--- config.mk ---
export PLATFORM = sky130hd
export DESIGN_NAME = bin_to_sign_codes
export DESIGN_NICKNAME = d
export VERILOG_FILES = /design/src/rtl/bin_to_sign_codes_pkg.sv /design/src/rtl/bin_to_sign_codes_bcd_adj3.sv /design/src/rtl/bin_to_sign_codes.sv
export SDC_FILE = /design/constraint.sdc
export NUM_CORES = 1
export LEC_CHECK = 0
export CORE_ASPECT_RATIO = 0.75
export CORE_MARGIN = 2
export CORE_UTILIZATION = 45
export DETAILED_ROUTE_END_ITERATION = 7
export PLACE_DENSITY = 0.76
export SLEW_MARGIN = 10
export SYNTH_ARGS = -nofsm -noshare
export SYNTH_HDL_FRONTEND = slang
export SYNTH_SLANG_ARGS = --single-unit
export TNS_END_PERCENT = 5
--- constraint.sdc ---
create_clock -name clk -period 2 [get_ports clk]
set_clock_uncertainty 0.15 [all_clocks]
set_input_delay 0.6 -clock clk [delete_from_list [all_inputs] [get_ports clk]]
set_output_delay 0.6 -clock clk [all_outputs]
set_load 0.05 [all_outputs]
--- src/rtl/bin_to_sign_codes_pkg.sv ---
// Shared constants for producers feeding the eight-digit seven-segment scan driver.
// Holds the digit codes, the display range limit and the converter state encoding.
package bin_to_sign_codes_pkg;

    localparam logic [3:0] CODE_0          = 4'h0;
    localparam logic [3:0] CODE_1          = 4'h1;
    localparam logic [3:0] CODE_2          = 4'h2;
    localparam logic [3:0] CODE_3          = 4'h3;
    localparam logic [3:0] CODE_4          = 4'h4;
    localparam logic [3:0] CODE_5          = 4'h5;
    localparam logic [3:0] CODE_6          = 4'h6;
    localparam logic [3:0] CODE_7          = 4'h7;
    localparam logic [3:0] CODE_8          = 4'h8;
    localparam logic [3:0] CODE_9          = 4'h9;
    localparam logic [3:0] CODE_ERR        = 4'hE;
    // Decodes to a position-dependent glyph downstream; never produced by the converter.
    localparam logic [3:0] CODE_UNDERSCORE = 4'hA;

    localparam int unsigned MAX_VALUE = 32'd99_999_999;

    typedef enum logic [1:0] {
        ST_IDLE = 2'd0,
        ST_CONV = 2'd1,
        ST_LOAD = 2'd2
    } state_t;

endpackage

--- src/rtl/bin_to_sign_codes_bcd_adj3.sv ---
// Single BCD digit corrector for shift-and-add-3: digits of 5 or more get +3
// so the following left shift carries correctly into the next digit.
module bcd_adj3 (
    input  logic [3:0] digit,
    output logic [3:0] adjusted
);

    assign adjusted = (digit >= 4'd5) ? digit + 4'd3 : digit;

endmodule

--- src/rtl/bin_to_sign_codes.sv ---
// Sequential binary-to-BCD converter producing held digit codes for the scan driver.
// One bit is converted per clock; outputs change only in the single LOAD cycle.
module bin_to_sign_codes #(
    parameter int          WIDTH     = 27,
    parameter int unsigned MAX_VALUE = bin_to_sign_codes_pkg::MAX_VALUE
) (
    input  logic             clk,
    input  logic             rst,
    input  logic             start,
    input  logic [WIDTH-1:0] value_in,
    output logic             busy,
    output logic             done,
    output logic             overflow,
    output logic             en,
    output logic [3:0]       sign7,
    output logic [3:0]       sign6,
    output logic [3:0]       sign5,
    output logic [3:0]       sign4,
    output logic [3:0]       sign3,
    output logic [3:0]       sign2,
    output logic [3:0]       sign1,
    output logic [3:0]       sign0
);

    import bin_to_sign_codes_pkg::*;

    // state   | meaning
    // --------+-------------------------------------------------------------
    // ST_IDLE | waiting for start; outputs hold the last completed result
    // ST_CONV | one add-3/shift step per clock, WIDTH steps in total
    // ST_LOAD | publish digits (or the error pattern), pulse done

    localparam int             CW      = $clog2(WIDTH + 1);
    localparam logic [WIDTH-1:0] MAX_CMP = WIDTH'(MAX_VALUE);
    localparam logic [CW-1:0]  LAST    = CW'(WIDTH - 1);

    state_t           state, state_next;
    logic             accept, shift, load;
    logic [WIDTH-1:0] bin_q;
    logic [31:0]      bcd_q;
    logic [31:0]      bcd_adj;
    logic [CW-1:0]    count;
    logic             ovf_pending;
    logic [31:0]      digits;

    for (genvar g = 0; g < 8; g++) begin : g_adj
        bcd_adj3 u_adj (
            .digit    (bcd_q[4*g +: 4]),
            .adjusted (bcd_adj[4*g +: 4])
        );
    end

    always_comb begin
        state_next = state;
        accept     = 1'b0;
        shift      = 1'b0;
        load       = 1'b0;
        case (state)
            ST_IDLE: begin
                if (start) begin
                    accept     = 1'b1;
                    state_next = ST_CONV;
                end
            end
            ST_CONV: begin
                shift = 1'b1;
                if (count == LAST) state_next = ST_LOAD;
            end
            ST_LOAD: begin
                load       = 1'b1;
                state_next = ST_IDLE;
            end
            default: state_next = ST_IDLE;
        endcase
    end

    always_ff @(posedge clk or negedge rst) begin
        if (!rst) state <= ST_IDLE;
        else      state <= state_next;
    end

    always_ff @(posedge clk or negedge rst) begin
        if (!rst) begin
            bin_q       <= '0;
            bcd_q       <= '0;
            count       <= '0;
            ovf_pending <= 1'b0;
        end else if (accept) begin
            bin_q       <= value_in;
            bcd_q       <= '0;
            count       <= '0;
            ovf_pending <= (value_in > MAX_CMP);
        end else if (shift) begin
            bcd_q       <= {bcd_adj[30:0], bin_q[WIDTH-1]};
            bin_q       <= {bin_q[WIDTH-2:0], 1'b0};
            count       <= count + CW'(1);
            // A bit leaving the top digit can only happen past MAX_VALUE; fold it in anyway.
            ovf_pending <= ovf_pending | bcd_adj[31];
        end
    end

    always_ff @(posedge clk or negedge rst) begin
        if (!rst) begin
            done     <= 1'b0;
            overflow <= 1'b0;
            en       <= 1'b0;
            digits   <= '0;
        end else begin
            done <= load;
            if (load) begin
                overflow <= ovf_pending;
                en       <= 1'b1;
                digits   <= ovf_pending ? {24'h0, CODE_ERR, CODE_ERR} : bcd_q;
            end
        end
    end

    assign busy  = (state != ST_IDLE);
    assign sign7 = digits[31:28];
    assign sign6 = digits[27:24];
    assign sign5 = digits[23:20];
    assign sign4 = digits[19:16];
    assign sign3 = digits[15:12];
    assign sign2 = digits[11:8];
    assign sign1 = digits[7:4];
    assign sign0 = digits[3:0];

endmodule

==> load_flow_metrics.sql <==
INSERT INTO impl_metrics (metric_group, metric, value, unit) VALUES
('yosys', 'mapped_nets', '536', ''),
('routing', 'route.detailed.wl_per_inst', '15.2', 'µm'),
('cts', 'clkLatencyLatePin', '0.35', 'ns'),
('setup_path', 'required_time_at_the_endpoint_of_the_critical_path', '1.25', 'ns'),
('cells_and_area', 'layout-drive-gt1-share', '16.9', '%'),
('status', 'outcome', 'completed', ''),
('yosys', 'ys_ff_latch', '102', ''),
('yosys', 'synthDominantCellAreaShare', '52.6', '%'),
('cells_and_area', 'layout.nets', '612', ''),
('placement', 'dpl.hpwl', '7.69', 'mm'),
('floorplan', 'fp_rows', '32', ''),
('setup_path', 'setup.worst_path.class', 'reg2out', ''),
('cts', 'cts_root_buf', 'sky130_fd_sc_hd__clkbuf_16', ''),
('yosys', 'yosys_warnings', '0', ''),
('yosys', 'synth.largest_area_cell', 'sky130_fd_sc_hd__dfrtp_1', ''),
('cts', 'clockBufferDepth', '2', ''),
('cells_and_area', 'fillCellCount', '802', ''),
('routing', 'drt_first_iter_violations', '231', ''),
('cts', 'tritoncts', 'yes', ''),
('cells_and_area', 'area_occupied_by_multi_input_gates', '2110', 'µm²'),
('sta', 'timing.final.crit_period', '1.96', 'ns'),
('sta', 'finalMaxSlewViolations', '0', ''),
('routing', 'detail_route.vias_per_cell', '5.51', ''),
('cts', 'clk_pin_slew_worst_paths', '0.07', 'ns'),
('placement', 'gp_congestion', '0.795', ''),
('yosys', 'synth_area_leaders', 'sky130_fd_sc_hd__dfrtp_1, sky130_fd_sc_hd__nand2_1, sky130_fd_sc_hd__o21ai_0', ''),
('yosys', 'yosys_most_used_dff', 'sky130_fd_sc_hd__dfrtp_1', ''),
('global_route', 'globalRoute.totalOverflow', '0', ''),
('routing', 'wire_length_after_detailed_routing', '10.7', 'mm'),
('power', 'power_density', '1260', 'nW/µm²'),
('floorplan', 'core-area', '10400', 'µm²'),
('setup_path', 'cp-start-kind', 'flip-flop', ''),
('global_route', 'first_global_vias', '3754', ''),
('yosys', 'synth-edff-count', '0', ''),
('routing', 'detailedRoute.firstPassIterationCount', '5', ''),
('setup_path', 'endpoint_kind', 'output pin', ''),
('routing', 'ant_nets', '0', ''),
('setup_path', 'crit_arrival', '1.21', 'ns'),
('sta', 'post-route-period-util', '97.9', '%'),
('cells_and_area', 'syn_to_final_growth', '33.0', '%'),
('power', 'p_leak', '2.85', 'nW'),
('sta', 'final-setup-viol-count', '0', ''),
('placement', 'place_worst_setup_slack', '-0.347', 'ns'),
('cts', 'h-tree-depth', '3', ''),
('sta', 'final-hold-violation-count', '0', ''),
('yosys', 'synth_area_per_cell', '9.94', 'µm²'),
('yosys', 'netlist-cell-type-count', '39', ''),
('floorplan', 'fp.dieH', '93.9', 'µm'),
('routing', 'drc', '0', ''),
('cts', 'clkSinkCount', '102', ''),
('sta', 'clock.fmax', '511', 'MHz'),
('yosys', 'mappedNetlistArea', '4850', 'µm²'),
('power', 'totalPowerFinal', '8.11', 'mW'),
('floorplan', 'io_pins', '66', ''),
('routing', 'vias', '3883', ''),
('sta', 'rsz_0062_raised_after_global_routing', 'no', ''),
('cells_and_area', 'diodes', '0', ''),
('yosys', 'synthArstFlopShare', '100', '%'),
('yosys', 'seq_area_frac_synth', '52.6', '%'),
('power', 'worst_case_vdd_ir_drop', '0.576', 'mV'),
('sta', 'timing.final.ws_setup', '0.0429', 'ns'),
('placement', 'port_buffers', '65', ''),
('setup_path', 'critPathMaxFanout', '2', ''),
('global_route', 'grt_first_pass_wirelength', '18.1', 'mm'),
('global_route', 'initial_antenna_violation_count', '0', ''),
('worst_hold_path', 'worst_hold_path_type', 'reg2reg', ''),
('floorplan', 'floorplan.die.width', '124', 'µm'),
('sta', 'timing.slew.headroom', '62.9', '%'),
('flow_run', 'max_cap_violations', '0', ''),
('sta', 'worstMarginPinSlew', '0.556', 'ns'),
('floorplan', 'start_util', '46.8', '%'),
('global_route', 'grt_start_max_net_pins', '46', ''),
('global_route', 'track_usage', '20.0', '%'),
('cells_and_area', 'ff_latch_area', '2550', 'µm²'),
('yosys', 'syn_inst', '488', ''),
('cts', 'numCtsBuffers', '9', ''),
('floorplan', 'dieArea', '11600', 'µm²');
[per-stage QoR]
| step | utilization (%) | setup TNS [ns] | cells | cell area, µm² | hold slack, ns |
|---|---|---|---|---|---|
| after floorplan | - | 0 | 488 | 4850 | 0.154 |
| after global placement | 59.3 | -9.45 | 686 | 6150 | 0.302 |
| after detailed placement | 59.3 | -11.13 | 686 | 6150 | 0.309 |
| after CTS | 62.1 | 0 | 705 | 6440 | 0.326 |
| after global routing | 62.2 | 0 | 705 | 6450 | 0.344 |
| final | 62.2 | 0 | 705 | 6450 | 0.319 |
[cell usage in the layout (no fill, tap or decap), types with 4 or more instances in the layout]
| master | instances |
|---|---|
| sky130_fd_sc_hd__dfrtp_1 | 100 |
| sky130_fd_sc_hd__nand2_1 | 93 |
| sky130_fd_sc_hd__o21ai_0 | 48 |
| sky130_fd_sc_hd__buf_12 | 40 |
| sky130_fd_sc_hd__o31ai_1 | 30 |
| sky130_fd_sc_hd__clkdlybuf4s50_1 | 28 |
| sky130_fd_sc_hd__nand3_1 | 26 |
| sky130_fd_sc_hd__a22oi_1 | 26 |
| sky130_fd_sc_hd__buf_4 | 24 |
| sky130_fd_sc_hd__nand2b_1 | 21 |
| sky130_fd_sc_hd__inv_1 | 18 |
| sky130_fd_sc_hd__ha_1 | 18 |
| sky130_fd_sc_hd__a21oi_1 | 11 |
| sky130_fd_sc_hd__nor2_1 | 11 |
| sky130_fd_sc_hd__clkbuf_16 | 9 |
| sky130_fd_sc_hd__a32o_1 | 8 |
| sky130_fd_sc_hd__xnor2_1 | 8 |
| sky130_fd_sc_hd__xor2_1 | 6 |
| sky130_fd_sc_hd__mux2_2 | 6 |
| sky130_fd_sc_hd__clkinv_2 | 5 |
| sky130_fd_sc_hd__nand4_1 | 4 |
[critical path: stages (launching register included)]
cell and delay [ns]:
sky130_fd_sc_hd__dfrtp_2 0.40, sky130_fd_sc_hd__or2_2 0.31, sky130_fd_sc_hd__buf_6 0.16
[layout make-up]
class	count	share of cell area, %
Inverter	18	1.05
Sequential cell	102	39.6
Tap cell	136	2.64
Clock buffer	11	3.76
Multi-Input combinational cell	339	32.7
Timing Repair Buffer	94	19.9
Clock inverter	5	0.388
[flip-flops by register name, summed over array words and instances, names as in the netlist]
register and flops:
done 1, ovf_pending 1, digits 32, bcd_q 32
overflow 1, bin_q 27, en 1, count 5
state 2
[report_power, final]
| part | switching, mW | leakage, nW | internal (mW) |
|---|---|---|---|
| sequential | 0.570 | 1.28 | 2.70 |
| clock | 0.739 | 0.139 | 0.867 |
| combinational | 1.71 | 1.43 | 1.52 |
[final timing paths]
path	from	to	slack (ns)	cells after the start
max in group asynchronous	rst	bin_q[8]	0.63	3
min in group asynchronous	rst	en	0.53	2
max reg2reg	bcd_q[28]	bcd_q[30]	0.10	6
min	en	en	0.32	1
max	state[1]	busy	0.04	2
min reg2reg	en	en	0.32	1
[per-layer routing]
layer | up-vias | share of wire [%] | GRT usage (%)
met5 | - | 0 | 0
met4 | 0 | 1.4 | 6.72
met3 | 12 | 4.8 | 4.49
met2 | 98 | 50 | 32.2
met1 | 1908 | 44 | 26.7
li1 | 1865 | - | -
[cell usage after synthesis, types with 2 or more instances]
cell type                   number
sky130_fd_sc_hd__a21oi_1        11
sky130_fd_sc_hd__a22oi_1        26
sky130_fd_sc_hd__a32o_1          8
sky130_fd_sc_hd__and2_1          2
sky130_fd_sc_hd__buf_2          17
sky130_fd_sc_hd__clkbuf_1        9
sky130_fd_sc_hd__dfrtp_1       102
sky130_fd_sc_hd__ha_1           18
sky130_fd_sc_hd__inv_1          18
sky130_fd_sc_hd__mux2_2          6
sky130_fd_sc_hd__mux2i_1         2
sky130_fd_sc_hd__nand2_1        93
sky130_fd_sc_hd__nand2b_1       22
sky130_fd_sc_hd__nand3_1        26
sky130_fd_sc_hd__nand4_1         4
sky130_fd_sc_hd__nor2_1         11
sky130_fd_sc_hd__nor3b_1         2
sky130_fd_sc_hd__o21ai_0        48
sky130_fd_sc_hd__o2bb2ai_1       2
sky130_fd_sc_hd__o31ai_1        30
sky130_fd_sc_hd__xnor2_1         8
sky130_fd_sc_hd__xor2_1          6
[what timing repair did]
action / in CTS / in global routing
endpoints found under the hold margin: 18 / 0
resized for setup: 2 / 2
hold buffers: 1 / 0
buffers inserted: 2 / 0
setup endpoints to repair: 1 / 4
[cell families (layout without fill, tap and decap cells)]
kind of cell	after synthesis	in the layout	synth area share, %
and+or+nand+nor	171	171	16.8
AOI/OAI and AO/OA	127	127	17.1
DFF	102	102	52.6
buffers and inverters	47	128	4.31
adders and majority gates	18	18	4.64
xor gates and xnor gates	14	14	2.53
muxes	9	9	2.04
No activity file was read; power rests on OpenSTA's default activity.
